===== config.mk =====
export PLATFORM = sky130hd
export DESIGN_NAME = cla_pipe_param_flat
export DESIGN_NICKNAME = d
export VERILOG_FILES = /design/src/rtl/cla_pipe_param_pkg.sv /design/src/rtl/cla_pipe_param_if.sv /design/src/rtl/cla_pipe_param_kgp_merge.sv /design/src/rtl/cla_pipe_param.sv /design/src/flat_wrapper.sv
export SDC_FILE = /design/constraint.sdc
export NUM_CORES = 1
export LEC_CHECK = 0
export CORE_ASPECT_RATIO = 0.9
export CORE_MARGIN = 2
export CORE_UTILIZATION = 54
export CTS_CLUSTER_DIAMETER = 80
export DETAILED_ROUTE_END_ITERATION = 16
export PLACE_DENSITY = 0.82
export SLEW_MARGIN = 10
export SYNTH_ARGS = -nofsm -noshare
export SYNTH_HDL_FRONTEND = slang
export SYNTH_SLANG_ARGS = --single-unit

===== constraint.sdc =====
create_clock -name clk -period 1.7 [get_ports clk]
set_clock_uncertainty 0.05 [all_clocks]
set_input_delay 0.17 -clock clk [delete_from_list [all_inputs] [get_ports clk]]
set_output_delay 0.17 -clock clk [all_outputs]
set_load 0.02 [all_outputs]

===== src/rtl/cla_pipe_param_pkg.sv =====
// Shared types for the pipelined parallel-prefix adder: KGP carry-status encoding.
// Latency: none (types and a pure combinational helper only).
// Backpressure: not applicable.
package cla_pipe_pkg;

    // Carry status of a bit span: Kill, Propagate, Generate.
    typedef logic [1:0] kgp_t;

    localparam kgp_t KGP_K = 2'b00;
    localparam kgp_t KGP_P = 2'b01;
    localparam kgp_t KGP_G = 2'b11;

    // {a&b, a|b} lands directly on the encoding above: 00=K, 01=P, 11=G.
    function automatic kgp_t kgp_encode(input logic a, input logic b);
        return {a & b, a | b};
    endfunction

endpackage


===== src/rtl/cla_pipe_param_if.sv =====
// Operand/result bundle for cla_pipe_param; ovf exists only with CLA_PIPE_OVF_EN.
// Latency: none (wires only).
// Backpressure: valid/ready on both sides; flush and busy ride along.
interface cla_pipe_param_if #(
    parameter int WIDTH = 16
);
    logic             flush;
    logic             in_valid;
    logic             in_ready;
    logic [WIDTH-1:0] a;
    logic [WIDTH-1:0] b;
    logic             cin;
    logic             sub;
    logic             out_valid;
    logic             out_ready;
    logic [WIDTH:0]   sum;
    logic             busy;
`ifdef CLA_PIPE_OVF_EN
    logic             ovf;

    modport master (
        output flush, in_valid, a, b, cin, sub, out_ready,
        input  in_ready, out_valid, sum, busy, ovf
    );
    modport slave (
        input  flush, in_valid, a, b, cin, sub, out_ready,
        output in_ready, out_valid, sum, busy, ovf
    );
`else
    modport master (
        output flush, in_valid, a, b, cin, sub, out_ready,
        input  in_ready, out_valid, sum, busy
    );
    modport slave (
        input  flush, in_valid, a, b, cin, sub, out_ready,
        output in_ready, out_valid, sum, busy
    );
`endif
endinterface


===== src/rtl/cla_pipe_param_kgp_merge.sv =====
// Two-input prefix combine: the upper span decides unless it only propagates.
// Latency: combinational.
// Backpressure: not applicable.
module kgp_merge
    import cla_pipe_pkg::*;
(
    input  kgp_t hi,
    input  kgp_t lo,
    output kgp_t o
);

    // K and G from the upper span are final; P defers to the lower span.
    always_comb begin
        o = hi;
        if (hi == KGP_P) begin
            o = lo;
        end
    end

endmodule


===== src/rtl/cla_pipe_param.sv =====
// Pipelined Kogge-Stone adder/subtractor, WIDTH bits; CLA_PIPE_OVF_EN adds a signed-overflow output.
// Latency: LEVELS+1 cycles from accepting edge to sum/out_valid; one op per cycle.
// Backpressure: global stall, en = !out_valid || out_ready; flush drops every in-flight op.
module cla_pipe_param
    import cla_pipe_pkg::*;
#(
    parameter  int WIDTH  = 16,
    localparam int LEVELS = $clog2(WIDTH)
) (
    input  logic            clk,
    input  logic            rst_n,
    cla_pipe_param_if.slave io
);

    logic en;
    assign en          = !io.out_valid || io.out_ready;
    assign io.in_ready = en;

    // ---------------- operand encode ----------------
    logic [WIDTH-1:0] bp;
    logic [WIDTH-1:0] p_in;
    logic             c_in;
    kgp_t             cin_kgp;
    kgp_t [WIDTH-1:0] kgp_raw;
    kgp_t [WIDTH-1:0] kgp_in;

    // Subtraction is A + ~B + 1, so the carry-in is forced high in sub mode.
    always_comb begin
        bp      = io.sub ? ~io.b : io.b;
        c_in    = io.sub | io.cin;
        p_in    = io.a ^ bp;
        cin_kgp = c_in ? KGP_G : KGP_K;
        kgp_raw = '0;
        for (int i = 0; i < WIDTH; i++) begin
            kgp_raw[i] = kgp_encode(io.a[i], bp[i]);
        end
    end

    // Fold the carry-in (position -1, never P) into bit 0 up front, so WIDTH
    // positions and LEVELS levels are enough to resolve every carry.
    kgp_merge u_merge_cin (
        .hi (kgp_raw[0]),
        .lo (cin_kgp),
        .o  (kgp_in[0])
    );

    for (genvar i = 1; i < WIDTH; i++) begin : g_in
        assign kgp_in[i] = kgp_raw[i];
    end

    // ---------------- pipeline state ----------------
    kgp_t [WIDTH-1:0] kgp_q   [LEVELS+1];
    kgp_t [WIDTH-1:0] kgp_nxt [LEVELS];
    logic [WIDTH-1:0] p_q     [LEVELS+1];
    logic [LEVELS:0]  c0_q;
    logic [LEVELS:0]  vld_q;
    logic             out_vld_q;
    logic [WIDTH:0]   sum_q;

    // Prefix level l: span 2^l, low positions already final pass through.
    for (genvar l = 0; l < LEVELS; l++) begin : g_lvl
        for (genvar i = 0; i < WIDTH; i++) begin : g_bit
            if (i < (1 << l)) begin : g_pass
                assign kgp_nxt[l][i] = kgp_q[l][i];
            end else begin : g_merge
                kgp_merge u_merge (
                    .hi (kgp_q[l][i]),
                    .lo (kgp_q[l][i-(1<<l)]),
                    .o  (kgp_nxt[l][i])
                );
            end
        end
    end

    // Valid bits: flush clears regardless of stall; otherwise advance on en, bubbles included.
    always_ff @(posedge clk or negedge rst_n) begin
        if (!rst_n) begin
            vld_q     <= '0;
            out_vld_q <= 1'b0;
        end else if (io.flush) begin
            vld_q     <= '0;
            out_vld_q <= 1'b0;
        end else if (en) begin
            vld_q     <= {vld_q[LEVELS-1:0], io.in_valid};
            out_vld_q <= vld_q[LEVELS];
        end
    end

    // Stage data moves on en only; contents of invalid slots are don't-care.
    always_ff @(posedge clk or negedge rst_n) begin
        if (!rst_n) begin
            for (int s = 0; s <= LEVELS; s++) begin
                kgp_q[s] <= '0;
                p_q[s]   <= '0;
            end
            c0_q <= '0;
        end else if (en) begin
            kgp_q[0] <= kgp_in;
            p_q[0]   <= p_in;
            for (int s = 1; s <= LEVELS; s++) begin
                kgp_q[s] <= kgp_nxt[s-1];
                p_q[s]   <= p_q[s-1];
            end
            c0_q <= {c0_q[LEVELS-1:0], c_in};
        end
    end

    // ---------------- result ----------------
    logic [WIDTH-1:0] carry;
    logic [WIDTH:0]   sum_nxt;

    // After the last level every position is resolved to K or G.
    always_comb begin
        carry = '0;
        for (int i = 0; i < WIDTH; i++) begin
            carry[i] = (kgp_q[LEVELS][i] == KGP_G);
        end
    end

    assign sum_nxt = {carry[WIDTH-1], p_q[LEVELS] ^ {carry[WIDTH-2:0], c0_q[LEVELS]}};

`ifdef CLA_PIPE_OVF_EN
    logic ovf_q;

    // Result register: captures only real results, so sum holds across bubbles and flush.
    always_ff @(posedge clk or negedge rst_n) begin
        if (!rst_n) begin
            sum_q <= '0;
            ovf_q <= 1'b0;
        end else if (en && vld_q[LEVELS] && !io.flush) begin
            sum_q <= sum_nxt;
            ovf_q <= carry[WIDTH-1] ^ carry[WIDTH-2];
        end
    end

    assign io.ovf = ovf_q;
`else
    // Result register: captures only real results, so sum holds across bubbles and flush.
    always_ff @(posedge clk or negedge rst_n) begin
        if (!rst_n) begin
            sum_q <= '0;
        end else if (en && vld_q[LEVELS] && !io.flush) begin
            sum_q <= sum_nxt;
        end
    end
`endif

    assign io.out_valid = out_vld_q;
    assign io.sum       = sum_q;
    assign io.busy      = (|vld_q) | out_vld_q;

endmodule

===== src/flat_wrapper.sv =====
// flat-port wrapper written by rule: the top's interface ports become plain ports
module cla_pipe_param_flat import cla_pipe_pkg::*;
#(
    parameter  int WIDTH  = 16,
    localparam int LEVELS = $clog2(WIDTH)
)
  (clk, rst_n, io_flush, io_in_valid, io_a, io_b, io_cin, io_sub, io_out_ready, io_in_ready, io_out_valid, io_sum, io_busy);
  cla_pipe_param_if #(.WIDTH(WIDTH)) io_i ();
  input  logic clk;
  input  logic rst_n;
  input wire logic [$bits(io_i.flush)-1:0] io_flush;
  input wire logic [$bits(io_i.in_valid)-1:0] io_in_valid;
  input wire logic [$bits(io_i.a)-1:0] io_a;
  input wire logic [$bits(io_i.b)-1:0] io_b;
  input wire logic [$bits(io_i.cin)-1:0] io_cin;
  input wire logic [$bits(io_i.sub)-1:0] io_sub;
  input wire logic [$bits(io_i.out_ready)-1:0] io_out_ready;
  output wire logic [$bits(io_i.in_ready)-1:0] io_in_ready;
  output wire logic [$bits(io_i.out_valid)-1:0] io_out_valid;
  output wire logic [$bits(io_i.sum)-1:0] io_sum;
  output wire logic [$bits(io_i.busy)-1:0] io_busy;
  assign io_i.flush = io_flush;
  assign io_i.in_valid = io_in_valid;
  assign io_i.a = io_a;
  assign io_i.b = io_b;
  assign io_i.cin = io_cin;
  assign io_i.sub = io_sub;
  assign io_i.out_ready = io_out_ready;
  assign io_in_ready = io_i.in_ready;
  assign io_out_valid = io_i.out_valid;
  assign io_sum = io_i.sum;
  assign io_busy = io_i.busy;
  cla_pipe_param #(.WIDTH(WIDTH)) u_core (.clk(clk), .rst_n(rst_n), .io(io_i));
endmodule

==> impl_metrics.toml <==
[outcome]
outcome = "finished clean"

[synthesis]
syn_inst = 1202
yosysSeqAreaShare_pct = 60.0
yosysWarnings = 0
syn_nets = 1273
yosysTopAreaCell = "dfrtp_1"
syn_area_um2 = 11200
ys_ff_latch = 268
ys_types = 23
synthTopCellsByArea = "dfrtp_1 60%, nand2_1 17%, o21ai_0 6.8%"
syn_area_per_cell_um2 = 9.30
yosysTopAreaCellShare_pct = 60.0

[sta]
slew_violations = 0
max_freq_mhz = 603
worst-slew-pin-transition_ns = 0.455
tns_ns = 0
finalCriticalPeriod_ns = 1.66
rsz0062_at_grt = "yes"
finalHoldViolCount = 0
fin_crit_sh_pct = 97.5
setup_ws_ns = 0.0421
setup_viol = 0
slew_headroom_pct = 69.7
hold_slack_ns = 0.103

[route]
drt_iter0_drc = 553
drtAntennaViolNets = 0
wl_per_cell_um = 15.2
drc = 0
dr.pass1.iters = 5
via_count = 8214
vias_per_cell = 5.32
wl_mm = 23.5

[power_and_ir_drop]
cell_internal_pwr_mw = 11.6
power.share.clock_pct = 36.4
ir_drop_v = 0.000731
switchingPower_mw = 4.10
p_sw_share_pct = 26.1
finalPower_mw = 15.7
power_frac_comb_pct = 12.0
leakagePower_nw = 6.26
seqPwrFrac_pct = 51.7
p_per_area_nw_per_um2 = 1190

[floorplanning]
core-area_um2 = 20200
dieWidth_um = 156
start_util_pct = 55.4
pin_count = 59
die_h_um = 141
rows = 49
die_area_um2 = 21900

[clock_tree]
cts.path.max_buffers = 3
cts_tree = "yes"
htree_levels = 1
cts_buffers = 27
clkTransAtPathRegs_ns = 0.06
worstSkewPairLatency_ns = 0.52
cts_root_buf = "clkbuf_16"
cts.sinks = 268

[worst_setup_path]
r2r_end = "u_core.io.sum[0]"
crit_fanout = 10
critPathKind = "register to output pin"
r2r_slack_ns = 0.08
critPathLaunchType = "register"
r2r-start = "u_core.io.out_valid"
r2r_cells = 5
crit_arrival_ns = 1.44
crit_path_end_kind = "output pin"
cp.required_ns = 1.48

[cells_and_area]
drive_above_1_share_pct = 8.22
final_nets = 1344
finish.instance_area_um2 = 13200
area_growth_pct = 18.2
antenna_cells = 0
final_common_cell = "nand2_1"
final_cell_mix = "514 x nand2_1, 267 x dfrtp_1, 151 x o21ai_0"

[global_routing]
gr-total-overflow = 0
antenna_found_initial = 0
track_usage_pct = 22.7
grt_pass1_wl_mm = 40.3
grt_pass1_vias = 8242
grt_start_max_net_pins = 76

[run]
drv_cap = 0

[place]
dp_slack_ns = -0.116
place_area_um2 = 12200
port_buffers = 58
gp_congestion = 0.766
post-dp-hpwl_mm = 15.4

[worst_hold_path]
hold_class = "primary input to async pin"
state kept, by name, summed over array words and instances, names as in the netlist:
signal and flops:
u_core.kgp_nxt 30, u_core.kgp_q 130, u_core.p_q 80, u_core.c0_q 5, u_core.vld_q 5, u_core.io.sum 17, u_core.io.out_valid 1
stage by stage:
step	std cells	utilization, %
after floorplan	1202	-
after global placement	1491	60.7
after detailed placement	1491	60.7
after CTS	1542	65.4
after global routing	1545	65.5
final	1545	65.5
power by group through the flow:
| stage | Clock, mW | Sequential (mW) | Combinational, mW |
|---|---|---|---|
| 3_3_place_gp | 0 | 8.18 | 1.85 |
| 5_1_grt | 6.10 | 8.26 | 2.16 |
| 4_1_cts | 5.80 | 8.13 | 1.92 |
| 3_5_place_dp | 0 | 8.22 | 1.93 |
| 6_report | 5.73 | 8.14 | 1.88 |
| 2_1_floorplan | 0 | 8.10 | 1.08 |
timing repair:
item,4_1_cts,5_1_grt
pin swaps,0,1
gates cloned,2,0
hold buffers,1,0
buffers inserted,2,3
resized for setup,22,3
setup endpoints to repair,18,5
hold endpoints to repair,268,0
critical path, stage by stage (launching register included):
cell and delay, ns:
dfrtp_2 0.37, nor2b_4 0.21, inv_4 0.07, buf_12 0.15, buf_8 0.12
routing by layer:
metal | vias up | GRT usage (%) | wire [µm]
li1 | 3992 | - | -
met1 | 3978 | 31.3 | 10300
met2 | 203 | 38.2 | 11700
met3 | 41 | 2.72 | 1050
met4 | 0 | 6.71 | 529
met5 | - | 0 | 0
cells by family (layout without fill, tap and decap cells):
group	after synthesis	count (layout)	share of synthesized area, %
AOI/OAI and AO/OA	220	220	9.85
xor gates and xnor gates	32	32	2.51
adders and majority gates	32	32	3.58
buffers and inverters	94	182	3.70
DFF	268	268	60.0
muxes	17	17	2.00
and+or+nand+nor	539	539	18.4
cell usage after synthesis:
library cell	n
o21ai_0	151
buf_1	2
nor2_1	20
nor2b_4	1
xor2_1	3
nand2_1	514
inv_2	1
ha_1	32
dfrtp_1	268
nor3_1	1
a21oi_1	69
inv_1	34
buf_2	34
nor3b_1	1
buf_8	1
xnor2_1	29
mux2_4	9
nor4_1	1
buf_6	1
clkbuf_1	21
nor3b_4	1
mux2i_1	1
mux2_2	7
final cells by class:
type | count | area, µm²
fill | 1506 | 6960
inverter | 35 | 134
clock buffer | 41 | 808
multi-input combinational | 840 | 4070
timing repair buffer | 101 | 1120
tap | 255 | 319
clock inverter | 5 | 56.3
sequential | 268 | 6710
worst max-delay path by stage:
stage	startpoint	end	slack, ns	depth (start not counted)
2_1_floorplan	u_core.io.out_valid	u_core.io.sum[10]	-0.05	5
3_3_place_gp	io_sub	u_core.kgp_nxt[96]	-0.04	7
3_5_place_dp	io_sub	u_core.p_q[67]	-0.12	7
4_1_cts	u_core.io.sum[3]	io_sum[3]	0.0006	1
5_1_grt	u_core.io.out_valid	io_in_ready	-0.02	4
6_report	u_core.io.out_valid	io_in_ready	0.04	4
Note: power is estimated with default switching activity, not from simulation.
